File: src/rtl/render_scheduler.sv
// render_scheduler: hands pixels to whichever renderer is free, arbitrates
// the framebuffer write port round-robin, and flags frame completion.
module render_scheduler #(
  parameter int RENDER_COUNT = 4,
  parameter int X_BITS = 8,
  parameter int Y_BITS = 8,
  parameter int ITER_W = 8
) (
  input  logic clk,
  input  logic rst_n,
  input  logic go,
  input  logic abort,
  output logic busy,
  output logic frame_done,
  output logic [RENDER_COUNT-1:0] r_start,
  output logic [RENDER_COUNT*X_BITS-1:0] r_x,
  output logic [RENDER_COUNT*Y_BITS-1:0] r_y,
  input  logic [RENDER_COUNT-1:0] r_done,
  input  logic [RENDER_COUNT*ITER_W-1:0] r_iters,
  output logic fb_we,
  output logic [X_BITS+Y_BITS-1:0] fb_addr,
  output logic [15:0] fb_data
);

  localparam int AW = X_BITS + Y_BITS;
  localparam int CW = AW + 1;
  localparam int RW = (RENDER_COUNT > 1) ? $clog2(RENDER_COUNT) : 1;
  localparam logic [CW-1:0] TOTAL = {1'b1, {AW{1'b0}}};

  typedef enum logic [1:0] {
    S_IDLE, S_RUN, S_DRAIN, S_DONE
  } state_t;

  typedef enum logic [1:0] {
    SL_FREE, SL_BUSY, SL_PEND
  } slot_t;

  state_t state_q, state_d;
  slot_t slot_q [RENDER_COUNT];
  logic [ITER_W-1:0] iters_q [RENDER_COUNT];
  logic [CW-1:0] cnt_q;
  logic [RW-1:0] ptr_q;

  logic disp_ok, grant_ok, all_free;
  logic [RW-1:0] disp_idx, grant_idx, ptr_nxt;
  logic disp_en, grant_en, cap_en, start_en;
  logic [7:0] wr_lo;
  int j;

  always_comb begin
    disp_ok = 1'b0;
    disp_idx = '0;
    all_free = 1'b1;
    for (int i = RENDER_COUNT-1; i >= 0; i--) begin
      if (slot_q[i] == SL_FREE) begin
        disp_ok = 1'b1;
        disp_idx = RW'(i);
      end else begin
        all_free = 1'b0;
      end
    end
  end

  // first PEND slot at or after the round-robin pointer
  always_comb begin
    grant_ok = 1'b0;
    grant_idx = '0;
    j = 0;
    for (int k = RENDER_COUNT-1; k >= 0; k--) begin
      j = int'(ptr_q) + k;
      if (j >= RENDER_COUNT) j = j - RENDER_COUNT;
      if (slot_q[RW'(j)] == SL_PEND) begin
        grant_ok = 1'b1;
        grant_idx = RW'(j);
      end
    end
  end

  always_comb begin
    ptr_nxt = grant_idx + RW'(1);
    if (int'(grant_idx) == RENDER_COUNT-1) ptr_nxt = '0;
    wr_lo = 8'(iters_q[grant_idx]) + 8'd16;
  end

  always_comb begin
    state_d = state_q;
    unique case (state_q)
      S_IDLE:  if (go) state_d = S_RUN;
      S_RUN:   if (cnt_q == TOTAL) state_d = S_DRAIN;
      S_DRAIN: if (all_free) state_d = S_DONE;
      S_DONE:  state_d = S_IDLE;
      default: state_d = S_IDLE;
    endcase
    if (abort) state_d = S_IDLE;
    start_en = (state_q == S_IDLE) && go;
    cap_en = (state_q == S_RUN) || (state_q == S_DRAIN);
    grant_en = cap_en && grant_ok;
    disp_en = (state_q == S_RUN) && (cnt_q != TOTAL) && disp_ok;
  end

  always_ff @(posedge clk or negedge rst_n) begin
    if (!rst_n) state_q <= S_IDLE;
    else state_q <= state_d;
  end

  always_ff @(posedge clk or negedge rst_n) begin
    if (!rst_n) begin
      busy <= 1'b0;
      frame_done <= 1'b0;
      r_start <= '0;
      r_x <= '0;
      r_y <= '0;
      fb_we <= 1'b0;
      fb_addr <= '0;
      fb_data <= '0;
      cnt_q <= '0;
      ptr_q <= '0;
      for (int i = 0; i < RENDER_COUNT; i++) begin
        slot_q[i] <= SL_FREE;
        iters_q[i] <= '0;
      end
    end else if (abort) begin
      busy <= 1'b0;
      frame_done <= 1'b0;
      r_start <= '0;
      r_x <= '0;
      r_y <= '0;
      fb_we <= 1'b0;
      fb_addr <= '0;
      fb_data <= '0;
      cnt_q <= '0;
      ptr_q <= '0;
      for (int i = 0; i < RENDER_COUNT; i++) begin
        slot_q[i] <= SL_FREE;
        iters_q[i] <= '0;
      end
    end else begin
      r_start <= '0;
      fb_we <= 1'b0;
      frame_done <= (state_q == S_DRAIN) && all_free;
      if (state_q == S_DONE) busy <= 1'b0;
      if (start_en) begin
        busy <= 1'b1;
        cnt_q <= '0;
        ptr_q <= '0;
        for (int i = 0; i < RENDER_COUNT; i++) slot_q[i] <= SL_FREE;
      end
      if (cap_en) begin
        for (int i = 0; i < RENDER_COUNT; i++) begin
          if (r_done[i] && slot_q[i] == SL_BUSY) begin
            slot_q[i] <= SL_PEND;
            iters_q[i] <= r_iters[i*ITER_W +: ITER_W];
          end
        end
      end
      // capture, grant and dispatch touch disjoint slot states
      if (grant_en) begin
        slot_q[grant_idx] <= SL_FREE;
        fb_we <= 1'b1;
        fb_addr <= {r_y[grant_idx*Y_BITS +: Y_BITS],
                    r_x[grant_idx*X_BITS +: X_BITS]};
        fb_data <= {8'd128, wr_lo};
        ptr_q <= ptr_nxt;
      end
      if (disp_en) begin
        slot_q[disp_idx] <= SL_BUSY;
        r_start[disp_idx] <= 1'b1;
        r_x[disp_idx*X_BITS +: X_BITS] <= cnt_q[X_BITS-1:0];
        r_y[disp_idx*Y_BITS +: Y_BITS] <= cnt_q[AW-1:X_BITS];
        cnt_q <= cnt_q + CW'(1);
      end
    end
  end

endmodule

File: config.mk
export PLATFORM = sky130hd
export DESIGN_NAME = render_scheduler
export DESIGN_NICKNAME = d
export VERILOG_FILES = /design/src/rtl/render_scheduler.sv
export SDC_FILE = /design/constraint.sdc
export NUM_CORES = 1
export LEC_CHECK = 0
export BUFFER_PORTS_ARGS = -buffer_cell sky130_fd_sc_hd__buf_4
export CAP_MARGIN = 5
export CELL_PAD_IN_SITES_DETAIL_PLACEMENT = 2
export CELL_PAD_IN_SITES_GLOBAL_PLACEMENT = 2
export CORE_AREA = 2 2 187 143
export CTS_CLUSTER_DIAMETER = 30
export CTS_CLUSTER_SIZE = 20
export DETAILED_ROUTE_END_ITERATION = 10
export DIE_AREA = 0 0 189 145
export PLACE_DENSITY = 0.74
export REMOVE_ABC_BUFFERS = 1
export SLEW_MARGIN = 20
export SYNTH_ARGS = -nofsm -noshare
export SYNTH_HDL_FRONTEND = slang
export SYNTH_SLANG_ARGS = --single-unit
File: constraint.sdc
create_clock -name clk -period 3.3 [get_ports clk]
set_input_delay 0.165 -clock clk [delete_from_list [all_inputs] [get_ports clk]]
set_output_delay 0.165 -clock clk [all_outputs]
set_load 0.01 [all_outputs]
Yosys cells after proc, flatten, opt, wreduce, memory -nomap -nowiden. Cells that the tools add are included.

Eq/ne operators: 17. Add/subtract/negate cells: 11. Multiplexer cells: 91. Magnitude comparators: 14. Shift operators: 5. Reductions and logical operators: 33. Bitwise operators: 11.

Operators with widths (count): $mux 32 (6); $mux 8 (13); $mux 2 (34); $shiftx 8x34->32 (2); $bwmux 32 (2); $mux 16 (4); $shiftx 32x6->8 (2); $mux 17 (3); $neg 5->34 (1); $shift 8x34->32 const A (1); $mux 1 (18); $add 17x1->17 const B (1); $eq 17x17->1 const B (1); $ne 17x17->1 const B (1); $bmux 2 s2 (4); $bmux 8 s2 (1); $ge 2x3->1 const B (5); $ge 3x3->1 const B (5); $reduce_bool 2->1 (7); $eq 2x1->1 const B (6); $eq 2x2->1 const B (6); $logic_and 1x1->1 (12); $logic_not 2->1 (5); $ne 3x3->1 const B (3); other kinds (23) (39).

Word-level logic and storage cells: 201. Register bits after elaboration: 164.

Depth between registers and ports, before layout.
Depth after elaboration: 24. Gate-level depth with buffers: 12. Depth with buffers taken out: 10.

Worst setup path after synthesis. No wires, ideal clock.

Path kind: register to register. From: register slot_q[6] in the netlist's numbering. To: register fb_data[6]. Path buffers: 1. Setup time: 126 ps. Required time: 3174 ps. Setup slack: 950 ps. Stages on the path, launching flop included: 12. Arrival time: 2223 ps. Clock period less this slack: 2350 ps. Cells stage by stage: dfrtp_1 and2b_1 a22oi_1 o211ai_4 inv_4 buf_2 nand2_1 a31oi_1 ha_1 nand3b_1 mux2i_1 a221o_1.

Word-level cells in the longest chain between the ends: 15. Elaborated cells on any way between the ends: 33.

RTL lines: from (decl) (RTL line 39) `slot_t slot_q [RENDER_COUNT];`; from (signal, indexed assignment) (RTL line 119) `slot_q[i] <= SL_FREE;`; from (signal, indexed assignment) (RTL line 134) `slot_q[i] <= SL_FREE;`; from (signal, indexed assignment) (RTL line 151) `slot_q[i] <= SL_PEND;`; $bmux 2 s2 (RTL line 72) `if (slot_q[RW'(j)] == SL_PEND) begin`; $mux 2 (not written as such) (2 in series) (RTL line 72); $eq 2x2->1 (RTL line 72); $mux 2 (4 in series) (RTL line 72); $not 2->3 (not written as such) (RTL line 82) `wr_lo = 8'(iters_q[grant_idx]) + 8'd16;`; $bmux 8 s2 (RTL line 82); $mux 8 (not written as such) (2 in series) (RTL line 82); $add 8x5->8 (RTL line 82); $mux 16 (RTL line 157) `if (grant_en) begin`; $mux 16 (RTL line 122) `end else if (abort) begin`; to (signal assigned) (RTL line 162) `fb_data <= {8'd128, wr_lo};`; to (decl) (RTL line 22) `output logic [15:0] fb_data`.

Several ways; a longest one is shown, not always the timed one. The select of a mux whose other input is x is not followed. A chain may end at the register's enable or synchronous reset.

Final worst setup path.
From: register cnt_q[4]. To: register r_x[15].

Word-level cells in the longest chain between the ends: 4. Elaborated cells on any way between the ends: 8.

RTL lines: from (decl) (RTL line 41) `logic [CW-1:0] cnt_q;`; from (signal assigned) (RTL line 170) `cnt_q <= cnt_q + CW'(1);`; $shiftx 8x34->32 / $ne 17x17->1 (equally long branches) (RTL line 168, 98); $bwmux 32 / $logic_and 1x1->1 (equally long branches) (RTL line 168, 98); $mux 32 / $logic_and 1x1->1 (equally long branches) (RTL line 165, 98); $mux 32 / $reduce_bool 2->1 (equally long branches); to (signal, indexed assignment) (RTL line 168) `r_x[disp_idx*X_BITS +: X_BITS] <= cnt_q[X_BITS-1:0];`; to (decl) (RTL line 16) `output logic [RENDER_COUNT*X_BITS-1:0] r_x,`.

Several ways; a longest one is shown, not always the timed one. The select of a mux whose other input is x is not followed.

==> run summary <==
Status: completed
Final instance area: 9830 um2
Vias: 6674
Ratio of cells with drive above 1 in the final layout: 21.2%
CTS tree: done
GRT Util Overall: 21.4%
Post-synthesis adder-cell area fraction: 2.14%
Post-Synth XOR/XNOR Area: 0.806%
Avg Vias per Cell: 5.15
Post-synthesis sequential area ratio: 51.6%
Max cap viols: 0
ANT cells: 0
Clock slew at reported path FFs: 0.07 ns
Max Fclk: 0.352 GHz
Num CTS Buffers: 17
Peak VDD IR: 0.369 mV
Clock Skew: 0.0135 ns
RD Place Congestion: 0.785
Hold WS: 0.0101 ns
Final hold violations: 0
# rows: 51
Die area: 27400 um2
Slew headroom: 52.4%
Total power draw: 4.88 mW
Final period util: 86.1%
Root Driver: clkbuf_16
Initial antenna violation count: 0
Most frequent cells in the layout: nand2_1, dfrtp_1, buf_4, o21ai_0, a21oi_1
Global-route wire length before repair: 45200 um
Reg-to-reg setup timing slack: 0.46 ns
Post-layout util: 38.4%
CTS Sinks: 157
Setup crit end kind: flip-flop
H-tree depth: 4
Post-Synthesis Cells: 787
Syn_area_per_cell: 9.67 um2
Critical path required time: 3.64 ns
Worst-path fanout max: 17
Worst-Margin Slew: 0.712 ns
Largest family of logic cells by synthesized area: simple AND/OR/NAND/NOR gates
Layout net count: 993
Mux cell area share after synthesis: 6.73%
Crit path kind: reg2reg
Crit path arrival time: 3.18 ns
Placed wire-length estimate: 19600 um
Final ANT Viol Nets: 0
Async S/R FF share, synth: 100%
Grt total ovfl: 0
Final setup vio count: 0
Setup repair after global routing missed its margin: false
Number of DRC markers in iteration 0: 411
Total routed wirelength: 28500 um
1st-pass router iterations: 4
Die width: 189 um
Min cycle time layout: 2.84 ns
Worst hold path depth: 3
EDFF count, synth: 0
Pin count of the biggest net entering global routing: 66
YS warnings: 0
Vias in the first global route: 7389
Fin. max-slew vios: 0
Hold Path Class: in2reg
Worst R2R Path Depth: 6
Area Overhead vs Synth: 29.3%
Post-synth cell types: 58
PostCTS Resize Cnt: 0
Commonest non-fill, non-tap cell in the layout: nand2_1
Die height: 145 um
Number of I/O port buffers: 135
Post-CTS Setup Bufs: 0
Synth Area in Compound Gates: 16.2%
Synthesized area: 7610 um2
DRC Markers: 0
Hold buffers post-CTS: 26
Worst-case clock buffer depth: 2
Post-synthesis register bit count: 157
Post-synth top flop: dfrtp_1
Initial core utilization: 29.7%
CP startpoint kind: flip-flop
DR WL/cell: 22.0 um
PwrDens: 496 nW/um2
Synth Area in Simple Gates: 18.3%
Area of the core: 25600 um2
Io pins: 143
Placed Area: 8970 um2
Pleak: 4.40 nW
Insertion delay to the later sink of the worst-skew pair: 0.44 ns
==> per-stage QoR <==
stage          setup slack, ns  setup TNS, ns  instances
6_report                 0.460              0       1297
5_1_grt                  0.289              0       1297
4_1_cts                  0.413              0       1297
3_5_place_dp             0.482              0       1239
3_3_place_gp             0.633              0       1239
2_1_floorplan           -0.311         -0.326        741
==> final cells by class <==
type | count | area, um2
fillers | 2767 | 15800
repair buffers | 180 | 1450
multi-input cells | 572 | 3380
clock inverters | 15 | 174
clock buffers | 17 | 425
well taps | 344 | 430
inverters | 12 | 47.5
flip-flops and latches | 157 | 3930
==> routing by layer <==
metal	track usage, %	vias up	share of wire (%)
met3	3.34	28	3.6
met1	30.8	3484	48
met2	33.9	129	47
li1	-	3033	-
met4	4.26	0	1.0
met5	0	-	0
==> Yosys cell counts (10+ instances only) <==
master / count / area share [%]
nand2_1: 194 / 9.6
buf_2: 18 / 1.2
a21oi_1: 51 / 3.4
dfrtp_1: 157 / 52
mux2i_1: 50 / 6.6
clkbuf_1: 16 / 0.79
o21ai_0: 77 / 5.1
inv_1: 11 / 0.54
a22o_1: 10 / 1.2
a32o_1: 20 / 2.6
nand3_1: 16 / 1.1
nand2b_1: 19 / 1.6
nor2_1: 25 / 1.2
ha_1: 13 / 2.1
buf_4: 13 / 1.3
==> power by group <==
part           total [mW]  switching, mW  internal (mW)
clock                2.06          0.917           1.14
combinational       0.811          0.540          0.271
sequential           2.01         0.0456           1.97
total                4.88           1.50           3.38
==> final timing paths <==
| path | from | end |
|---|---|---|
| min in group asynchronous | rst_n | fb_addr[4]$_DFFE_PN0P_ |
| hold / removal | r_iters[5] | iters_q[29]$_DFFE_PN0P_ |
| max in group asynchronous | rst_n | r_y[18]$_DFFE_PN0P_ |
| setup / recovery | cnt_q[4]$_DFFE_PN0P_ | r_x[15]$_DFFE_PN0P_ |
| hold reg to reg | fb_addr[12]$_DFFE_PN0P_ | fb_addr[12]$_DFFE_PN0P_ |
| setup reg to reg | cnt_q[4]$_DFFE_PN0P_ | r_x[15]$_DFFE_PN0P_ |
==> cells by family after synthesis <==
| group | after synthesis |
|---|---|
| AO/OA/AOI/OAI | 189 |
| XOR/XNOR | 7 |
| other | 1 |
| multiplexers | 51 |
| AND/OR/NAND/NOR | 305 |
| buffers and inverters | 64 |
| adder cells (fa/ha/maj) | 13 |
| flip-flops | 157 |
==> registers in the layout (all words and copies together), names as in the netlist, 4 cells and up <==
register,flops
iters_q,32
r_x,32
r_y,32
cnt_q,17
fb_addr,16
fb_data,9
slot_q,8
r_start,4
==> worst max-delay path: stages (launching register included) <==
cell	delay, ns
dfrtp_1	0.48
nor4_1	0.52
a41oi_1	0.31
and2_1	0.43
a21oi_4	0.67
nand2_1	0.18
o21ai_0	0.14
No activity file was read; power rests on OpenSTA's default activity.
